==> src/rtl/spi_pkg.sv <==
// Shared SPI definitions: mode/divider encodings, controller states and
// the divider-select to half-period mapping.
package spi_pkg;

  localparam logic [1:0] MODE0 = 2'b00;
  localparam logic [1:0] MODE1 = 2'b01;
  localparam logic [1:0] MODE2 = 2'b10;
  localparam logic [1:0] MODE3 = 2'b11;

  localparam logic [1:0] CLOCK2  = 2'b00;
  localparam logic [1:0] CLOCK4  = 2'b01;
  localparam logic [1:0] CLOCK8  = 2'b10;
  localparam logic [1:0] CLOCK16 = 2'b11;

  typedef enum logic [2:0] {IDLE, SETUP, XFER, HOLD, DONE} state_t;

  // Half SCLK period in sys_clock cycles.
  function automatic logic [3:0] half_period(input logic [1:0] speed);
    logic [3:0] h;
    h = 4'd1;
    case (speed)
      CLOCK2:  h = 4'd1;
      CLOCK4:  h = 4'd2;
      CLOCK8:  h = 4'd4;
      CLOCK16: h = 4'd8;
      default: h = 4'd1;
    endcase
    return h;
  endfunction

endpackage

==> src/rtl/spi_edge_gen.sv <==
// Half-period tick generator: one-cycle tick every H cycles while enabled.
// The count restarts from zero whenever enable drops.
module spi_edge_gen
  import spi_pkg::*;
(
  input  logic       sys_clock,
  input  logic       reset_n,
  input  logic       enable,
  input  logic [1:0] speed,
  output logic       tick
);

  logic [3:0] cnt;
  logic [3:0] half;

  assign half = half_period(speed);
  assign tick = enable && (cnt == half - 4'd1);

  always_ff @(posedge sys_clock or negedge reset_n) begin
    if (!reset_n) begin
      cnt <= 4'd0;
    end else if (!enable || tick) begin
      cnt <= 4'd0;
    end else begin
      cnt <= cnt + 4'd1;
    end
  end

endmodule

==> src/rtl/spi_master_ctrl.sv <==
// SPI master transaction controller: start/busy/done host handshake, SCLK
// sequencing at the latched divide ratio, MSB-first shift in both directions.
module spi_master_ctrl
  import spi_pkg::*;
#(
  parameter int DATA_W = 8
) (
  input  logic              sys_clock,
  input  logic              reset_n,
  input  logic              start,
  input  logic [DATA_W-1:0] tx_data,
  input  logic [1:0]        clock_mode,
  input  logic [1:0]        clock_speed,
  output logic              busy,
  output logic              done,
  output logic [DATA_W-1:0] rx_data,
  output logic              ss_n,
  output logic              sclk,
  output logic              mosi,
  input  logic              miso
);

  localparam logic [4:0] LAST_EDGE = 5'(2 * DATA_W);

  state_t            state;
  logic [DATA_W-1:0] tx_shift;
  logic [DATA_W-1:0] rx_shift;
  logic [4:0]        edge_cnt;
  logic [4:0]        edge_nxt;
  logic              cpha;
  logic [1:0]        speed;
  logic              tick;
  logic              gen_en;
  logic              sclk_edge;
  logic              leading;

  assign gen_en    = (state == SETUP) || (state == XFER) || (state == HOLD);
  assign edge_nxt  = edge_cnt + 5'd1;
  assign leading   = edge_nxt[0];
  // The SETUP-ending tick is itself SCLK edge 1; the tick after the last edge only leaves XFER.
  assign sclk_edge = tick && ((state == SETUP) || ((state == XFER) && (edge_cnt != LAST_EDGE)));

  spi_edge_gen u_edge_gen (
    .sys_clock (sys_clock),
    .reset_n   (reset_n),
    .enable    (gen_en),
    .speed     (speed),
    .tick      (tick)
  );

  always_ff @(posedge sys_clock or negedge reset_n) begin
    if (!reset_n) begin
      state    <= IDLE;
      ss_n     <= 1'b1;
      sclk     <= 1'b0;
      mosi     <= 1'b0;
      busy     <= 1'b0;
      done     <= 1'b0;
      rx_data  <= '0;
      edge_cnt <= 5'd0;
      tx_shift <= '0;
      rx_shift <= '0;
      cpha     <= 1'b0;
      speed    <= CLOCK2;
    end else begin
      done <= 1'b0;
      unique case (state)
        IDLE, DONE: begin
          sclk <= clock_mode[1];
          if (start) begin
            state    <= SETUP;
            ss_n     <= 1'b0;
            busy     <= 1'b1;
            tx_shift <= tx_data;
            cpha     <= clock_mode[0];
            speed    <= clock_speed;
            edge_cnt <= 5'd0;
            mosi     <= clock_mode[0] ? 1'b0 : tx_data[DATA_W-1];
          end else begin
            state <= IDLE;
            ss_n  <= 1'b1;
            mosi  <= 1'b0;
          end
        end
        SETUP: if (tick) state <= XFER;
        XFER:  if (tick && (edge_cnt == LAST_EDGE)) state <= HOLD;
        HOLD: begin
          if (tick) begin
            state   <= DONE;
            done    <= 1'b1;
            ss_n    <= 1'b1;
            busy    <= 1'b0;
            rx_data <= rx_shift;
          end
        end
        default: state <= IDLE;
      endcase

      if (sclk_edge) begin
        edge_cnt <= edge_nxt;
        sclk     <= ~sclk;
        if (leading == cpha) begin
          // Launch edge: CPHA=1 drives on leading, CPHA=0 on trailing (not after the final edge).
          if (cpha || (edge_nxt != LAST_EDGE)) begin
            mosi     <= cpha ? tx_shift[DATA_W-1] : tx_shift[DATA_W-2];
            tx_shift <= tx_shift << 1;
          end
        end else begin
          rx_shift <= {rx_shift[DATA_W-2:0], miso};
        end
      end
    end
  end

endmodule
==> config.mk <==
export PLATFORM = sky130hd
export DESIGN_NAME = spi_master_ctrl
export DESIGN_NICKNAME = d
export VERILOG_FILES = /design/src/rtl/spi_pkg.sv /design/src/rtl/spi_edge_gen.sv /design/src/rtl/spi_master_ctrl.sv
export SDC_FILE = /design/constraint.sdc
export NUM_CORES = 1
export LEC_CHECK = 0
export CAP_MARGIN = 20
export CORE_UTILIZATION = 40
export DETAILED_ROUTE_END_ITERATION = 10
export PLACE_DENSITY_LB_ADDON = 0.3
export SLEW_MARGIN = 20
export SYNTH_ARGS = -nofsm -noshare
export SYNTH_HDL_FRONTEND = slang
export SYNTH_SLANG_ARGS = --single-unit
==> constraint.sdc <==
create_clock -name sys_clock -period 2.1 [get_ports sys_clock]
set_input_delay 0.21 -clock sys_clock [delete_from_list [all_inputs] [get_ports sys_clock]]
set_output_delay 0.21 -clock sys_clock [all_outputs]
set_load 0.05 [all_outputs]
==> metrics, run 1 <==
final net count=242; synthesized flop and latch total=44; final period utilization=104.5%; routability cong.=0.8144; CP Data Required Time=2.30 ns; critical path type=reg -> reg; # fillers=415; Detailed Route Iter0 Violations=67; Avg Vias per Cell=5.017; IR Drop Worst-Case VDD=710.0 uV; Final HPWL DP=2855 um; max_cap viols=0; Initial Util=42.76%; initial antenna violation count=0; die width=74.00 um; worst slew pin tran=0.5506 ns; WL/cell=14.08 um; PD cells=1620 mW/mm^2; worst slack, placed=-0.1509 ns; R2R Setup Slk=-0.09 ns; min Tclk post-route=2.194 ns; clock slew at reported path FFs=0.09 ns; DR vias=1455; core area=0.004848 mm^2; PnR worst setup slack=-0.09355 ns; area of the mapped netlist=0.002073 mm^2; fraction of layout cells with a size suffix above 1=34.98%; Longest Clk Path Bufs=2; Critical Path Start Type=register; Area Overhead vs Synth=32.71%; Hold Violations, Final=0; critical path arrival=2.39 ns; CTS Root Cell=clkbuf_8; io pins=29; Die Y-Extent=74.00 um; first-pass GRT wire length=6906 um; most common cell after layout, fill and taps aside=dfrtp_1; Port Buffers=28; Slew Limit Fails=0; clk_lat worst skew=0.30 ns; crit path capture type=register; Synth Flop Type=dfrtp_1; # DRC=0; Syn Inst Count=167; grt ovf=0; setup tns final=-1.116 ns; fmax=0.4559 GHz; Post-synth EDFFs=0; register area share after synthesis=53.17%; TritonRoute pass-1 iters=4; pin count of the biggest net entering global routing=45; multi-input logic area=922.1 um^2; syn nets=187; Core Rows=25; H-tree level count=2; Slew headroom=63.29%; Final Skew=0.007021 ns; worst min path class=reg -> reg; CTS Buf Count=5; CTS tree=done; Ys Warns=0; FF+latch area=0.001102 mm^2; Avg Inst Size Synth=12.41 um^2; # diodes=0; die area=0.005475 mm^2; RSZ-0062 raised after global routing=yes; outcome=complete, but fails checks; Max Fanout on Critical Path=8; count of final setup violators=24; final WL=4083 um; asr flop ratio synth=100.0%; Leak=0.001268 uW; vias in the first global route=1473; most frequent cells in the layout=dfrtp_1 (43), mux2_2 (27), clkdlybuf4s50_1 (27); Post-DRT Antenna Nets=0; failing checks=setup timing; post-synthesis cell type count=37; GRT Resource Usage Total=17.00%; TritonCTS Sinks=44
metal layers:
| metal | routed length (um) | GRT usage (%) |
|---|---|---|
| met5 | 0 | 0 |
| met4 | 110 | 7.692 |
| met3 | 147 | 5.149 |
| met2 | 2035 | 26.77 |
| met1 | 1790 | 21.62 |
state kept, by name, summed over array words and instances (netlist names), 2 cells and up:
name,flops
u_edge_gen.cnt,4
rx_data,8
rx_shift,8
state,3
edge_cnt,5
tx_shift,8
speed,2
critical path, cell delays in order, from the launching register on:
cell	delay, ns
dfrtp_1	0.40
xor2_1	0.17
or4_4	0.46
nand2_2	0.10
or4b_4	0.49
buf_12	0.17
mux2_4	0.29
path summary, 6_finish.rpt:
check | depth (start not counted) | startpoint | to
worst max register to register | 6 | u_edge_gen.cnt[0]$_DFF_PN0_ | rx_shift[0]$_DFFE_PN0P_
worst max-delay path | 6 | u_edge_gen.cnt[0]$_DFF_PN0_ | rx_shift[0]$_DFFE_PN0P_
worst min-delay path | 1 | sclk$_DFFE_PN0P_ | sclk$_DFFE_PN0P_
max in group asynchronous | 3 | reset_n | mosi$_DFF_PN0_
worst min register to register | 1 | sclk$_DFFE_PN0P_ | sclk$_DFFE_PN0P_
min in group asynchronous | 3 | reset_n | rx_data[4]$_DFFE_PN0P_
Yosys cell counts, types with 3 or more instances:
| cell | instances | share of area [%] |
|---|---|---|
| a211oi_1 | 5 | 1.8 |
| a21oi_1 | 6 | 1.4 |
| buf_2 | 4 | 0.97 |
| dfrtp_1 | 43 | 52 |
| ha_1 | 4 | 2.4 |
| inv_1 | 6 | 1.1 |
| mux2_2 | 27 | 15 |
| mux2_4 | 8 | 5.8 |
| nand2_1 | 9 | 1.6 |
| nand3_1 | 4 | 0.97 |
| nor2_1 | 8 | 1.4 |
| nor2b_1 | 5 | 1.5 |
| o21ai_0 | 6 | 1.4 |
| xnor2_1 | 3 | 1.3 |
| xor2_1 | 3 | 1.3 |
metrics by stage:
step	total power (uW)	util [%]	std cells	hold slack, ns	instance area, um^2
6_report	4458	56.75	290	0.4834	2751
5_1_grt	4746	56.75	290	0.5025	2751
3_3_place_gp	3563	52.72	275	0.3091	2556
3_5_place_dp	3651	52.72	275	0.3191	2556
4_1_cts	4385	55.87	286	0.4710	2709
2_1_floorplan	2939	-	167	-0.08559	2076
cell type report:
type                            count  share of cell area (%)
Sequential cell                    44                   40.06
Clock inverter                      3                   1.683
Timing Repair Buffer               55                   18.37
Multi-Input combinational cell    110                   33.52
Clock buffer                        5                   2.501
Inverter                            6                  0.8186
Tap cell                           67                   3.047
logic make-up after synthesis:
kind of cell	after synthesis	share of synthesized area, %
flip-flops	44	53.17
AND/OR/NAND/NOR	38	9.838
multiplexers	35	20.46
AO/OA/AOI/OAI	27	8.631
buffers and inverters	13	2.957
XOR/XNOR	6	2.535
adder cells (fa/ha/maj)	4	2.414
what timing repair did:
action / CTS / global route
hold buffers: 1 / 0
resized for setup: 3 / 3
setup buffers: 2 / 4
pin swaps: 3 / 2
hold endpoints to repair: 43 / 0
setup endpoints to repair: 26 / 25
cloned: 0 / 0
where the power goes:
part / total (uW) / internal, uW / switching (uW)
clock network: 674 / 358 / 316
registers: 1510 / 1230 / 276
logic: 2280 / 1180 / 1090
Power figures use the tool's default switching activity.
==> run 2, diff against run 1 <==
Settings changed: CTS_BUF_LIST set to sky130_fd_sc_hd__clkbuf_8.
==> results of run 2 <==
Final layout, timing and power as in run 1 (identical DEF).
==> run 3, diff against run 2 <==
--- a/config.mk
+++ b/config.mk
@@ -7,3 +7,2 @@
 export LEC_CHECK = 0
-export CAP_MARGIN = 20
 export CORE_UTILIZATION = 40
==> constraint.sdc (replaced) <==
create_clock -name sys_clock -period 2.1 [get_ports sys_clock]
set_input_delay 0.42 -clock sys_clock [delete_from_list [all_inputs] [get_ports sys_clock]]
set_output_delay 0.42 -clock sys_clock [all_outputs]
set_load 0.05 [all_outputs]
==> run 3 against run 2 <==
Effect of this change:
- the run still ends with setup timing left
- clock power shrank 4.6%
- global-route usage up 0.51 points
- maximum frequency increased by 1.7%
- sequential cell count did not move
- die area stayed put
- cell count shrank 2.1%
- non-clock buffer count down 6
- setup slack better by 0.036 ns
- count of clock-buffer cells in the layout stayed put
- register-to-register slack improved by 0.04 ns
- sequential power about the same
- cell area decreased by 1.4%
==> metrics, run 3 (synthesized netlist as in run 1, its figures left out) <==
fmax=0.4636 GHz (was 0.4559 GHz); IR Drop Worst-Case VDD=665.0 uV (was 710.0 uV); CTS Buf Count=5 (unchanged); # fillers=415 (unchanged); clock slew at reported path FFs=0.09 ns (about the same); Die Y-Extent=74.00 um (unchanged); outcome=complete, but fails checks (unchanged); met1 WL=1802 um (was 1790 um); GRT Resource Usage Total=17.51% (was 17.00%); Leak=0.001239 uW (was 0.001268 uW); Slew Limit Fails=0 (unchanged); pin count of the biggest net entering global routing=26 (was 45); final net count=236 (was 242); # diodes=0 (unchanged); Initial Util=42.76% (unchanged); CTS tree=done (unchanged); Final Skew=0.01090 ns (was 0.007021 ns); # hold bufs at CTS=0 (was 1); Post-DRT Antenna Nets=0 (unchanged); DR top layer=met4 (unchanged); die width=74.00 um (unchanged); Avg Vias per Cell=5.077 (was 5.017); FF+latch area=0.001104 mm^2 (was 0.001102 mm^2); Worst path max stage delay=0.58 ns (was 0.49 ns); worst slew pin tran=0.5034 ns (was 0.5506 ns); PD cells=1607 mW/mm^2 (was 1620 mW/mm^2); most common cell after layout, fill and taps aside=dfrtp_1 (unchanged); grt ovf=0 (unchanged); R2R Setup Slk=-0.06 ns (was -0.09 ns); PnR worst setup slack=-0.05712 ns (was -0.09355 ns); Hold Slack=0.05326 ns (was 0.4834 ns); Longest Clk Path Bufs=2 (unchanged); CTS Root Cell=clkbuf_8 (unchanged); # DRC=0 (unchanged); multi-input logic area=935.9 um^2 (was 922.1 um^2); crit path capture type=register (unchanged); CP Data Required Time=2.29 ns (was 2.30 ns); Critical Path Start Type=register (unchanged); RSZ-0062 raised after global routing=yes (unchanged); crit-path leading delay family=simple AND/OR/NAND/NOR gates (unchanged); count of final setup violators=17 (was 24); Buf/Inv on CP=0 (was 1); routability cong.=0.8441 (was 0.8144); Area Overhead vs Synth=30.84% (was 32.71%); core area=0.004848 mm^2 (unchanged); Hold Violations, Final=0 (unchanged); min Tclk post-route=2.157 ns (was 2.194 ns); fraction of layout cells with a size suffix above 1=35.48% (was 34.98%); final period utilization=102.7% (was 104.5%); Port Buffers=28 (unchanged); io pins=29 (unchanged); critical path arrival=2.35 ns (was 2.39 ns); slowest CP cell=or4b_4 (unchanged); DR vias=1442 (was 1455); clk_lat worst skew=0.30 ns (about the same); TritonRoute pass-1 iters=4 (unchanged); TritonCTS Sinks=44 (unchanged); first-pass GRT wire length=7120 um (was 6906 um); Detailed Route Iter0 Violations=109 (was 67); max_cap viols=0 (unchanged); Final HPWL DP=3004 um (was 2855 um); critical path type=reg -> reg (unchanged); largest registers=rx_data: 8 flops, rx_shift: 8 flops, tx_shift: 8 flops (unchanged); fin util=55.95% (was 56.75%); Max Fanout on Critical Path=8 (unchanged); vias in the first global route=1547 (was 1473); Routed met3 length=158 um (was 147 um); worst min path class=in -> async (was reg -> reg); die area=0.005475 mm^2 (unchanged); WL/cell=14.47 um (was 14.08 um); H-tree level count=2 (unchanged); sequence of cells on the critical path=xor2_1, or4_4, nand2_2, or4b_4, mux2_4 (was xor2_1, or4_4, nand2_2, or4b_4, buf_12, mux2_4); initial antenna violation count=0 (unchanged); metal2 WL=2085 um (was 2035 um); failing checks=setup timing (unchanged); Core Rows=25 (unchanged); final WL=4109 um (was 4083 um); Slew headroom=66.34% (was 63.29%); most frequent cells in the layout=dfrtp_1 (42), mux2_2 (26), clkdlybuf4s50_1 (26) (was dfrtp_1 (43), mux2_2 (27), clkdlybuf4s50_1 (27))
[run 3: area by class of cell]
| type | instances | area share (%) |
|---|---|---|
| flip-flops and latches | 44 | 40.68 |
| multi-input cells | 110 | 34.50 |
| repair buffers | 49 | 16.79 |
| clock inverters | 3 | 1.568 |
| inverters | 6 | 0.8303 |
| clock buffers | 5 | 2.537 |
| well taps | 67 | 3.090 |
[run 3: path summary, 6_finish.rpt]
kind	from	end	cells after the start
worst max-delay path	u_edge_gen.cnt[0]$_DFF_PN0_	rx_shift[2]$_DFFE_PN0P_	5
worst min-delay path	reset_n	rx_data[4]$_DFFE_PN0P_	1
worst max register to register	u_edge_gen.cnt[0]$_DFF_PN0_	rx_shift[2]$_DFFE_PN0P_	5
worst min register to register	state[2]$_DFFE_PN0P_	state[1]$_DFFE_PN0P_	1
max in group asynchronous	reset_n	ss_n$_DFFE_PN1P_	2
min in group sys_clock	state[2]$_DFFE_PN0P_	state[1]$_DFFE_PN0P_	1
[run 3: through the flow]
| stage | power, uW | setup WS (ns) | instance area, um^2 | cells | setup TNS [ns] |
|---|---|---|---|---|---|
| global route | 4632 | -0.1132 | 2713 | 284 | -1.950 |
| detailed placement | 3672 | -0.1612 | 2566 | 275 | -2.718 |
| global placement | 3571 | -0.1003 | 2566 | 275 | -1.627 |
| CTS | 4384 | -0.05894 | 2710 | 284 | -0.4294 |
| floorplan | 2939 | -0.07495 | 2076 | 167 | -0.9482 |
| finish | 4358 | -0.05712 | 2713 | 284 | -0.4767 |
[run 3: layer usage]
layer	up-vias	track usage, %
met5	-	0
met4	0	7.051
met3	6	4.065
met2	33	30.51
met1	721	20.88
li1	682	-
[run 3: power by group]
part | total [uW] | internal [uW] | switching [uW]
registers | 1510 | 1230 | 272
logic | 2210 | 1120 | 1090
clock network | 643 | 352 | 291
[run 3: what timing repair did]
item,4_1_cts,5_1_grt
pin swaps,3,0
resized for setup,7,2
setup endpoints to repair,26,27
setup buffers,1,1
endpoints found under the hold margin,0,0
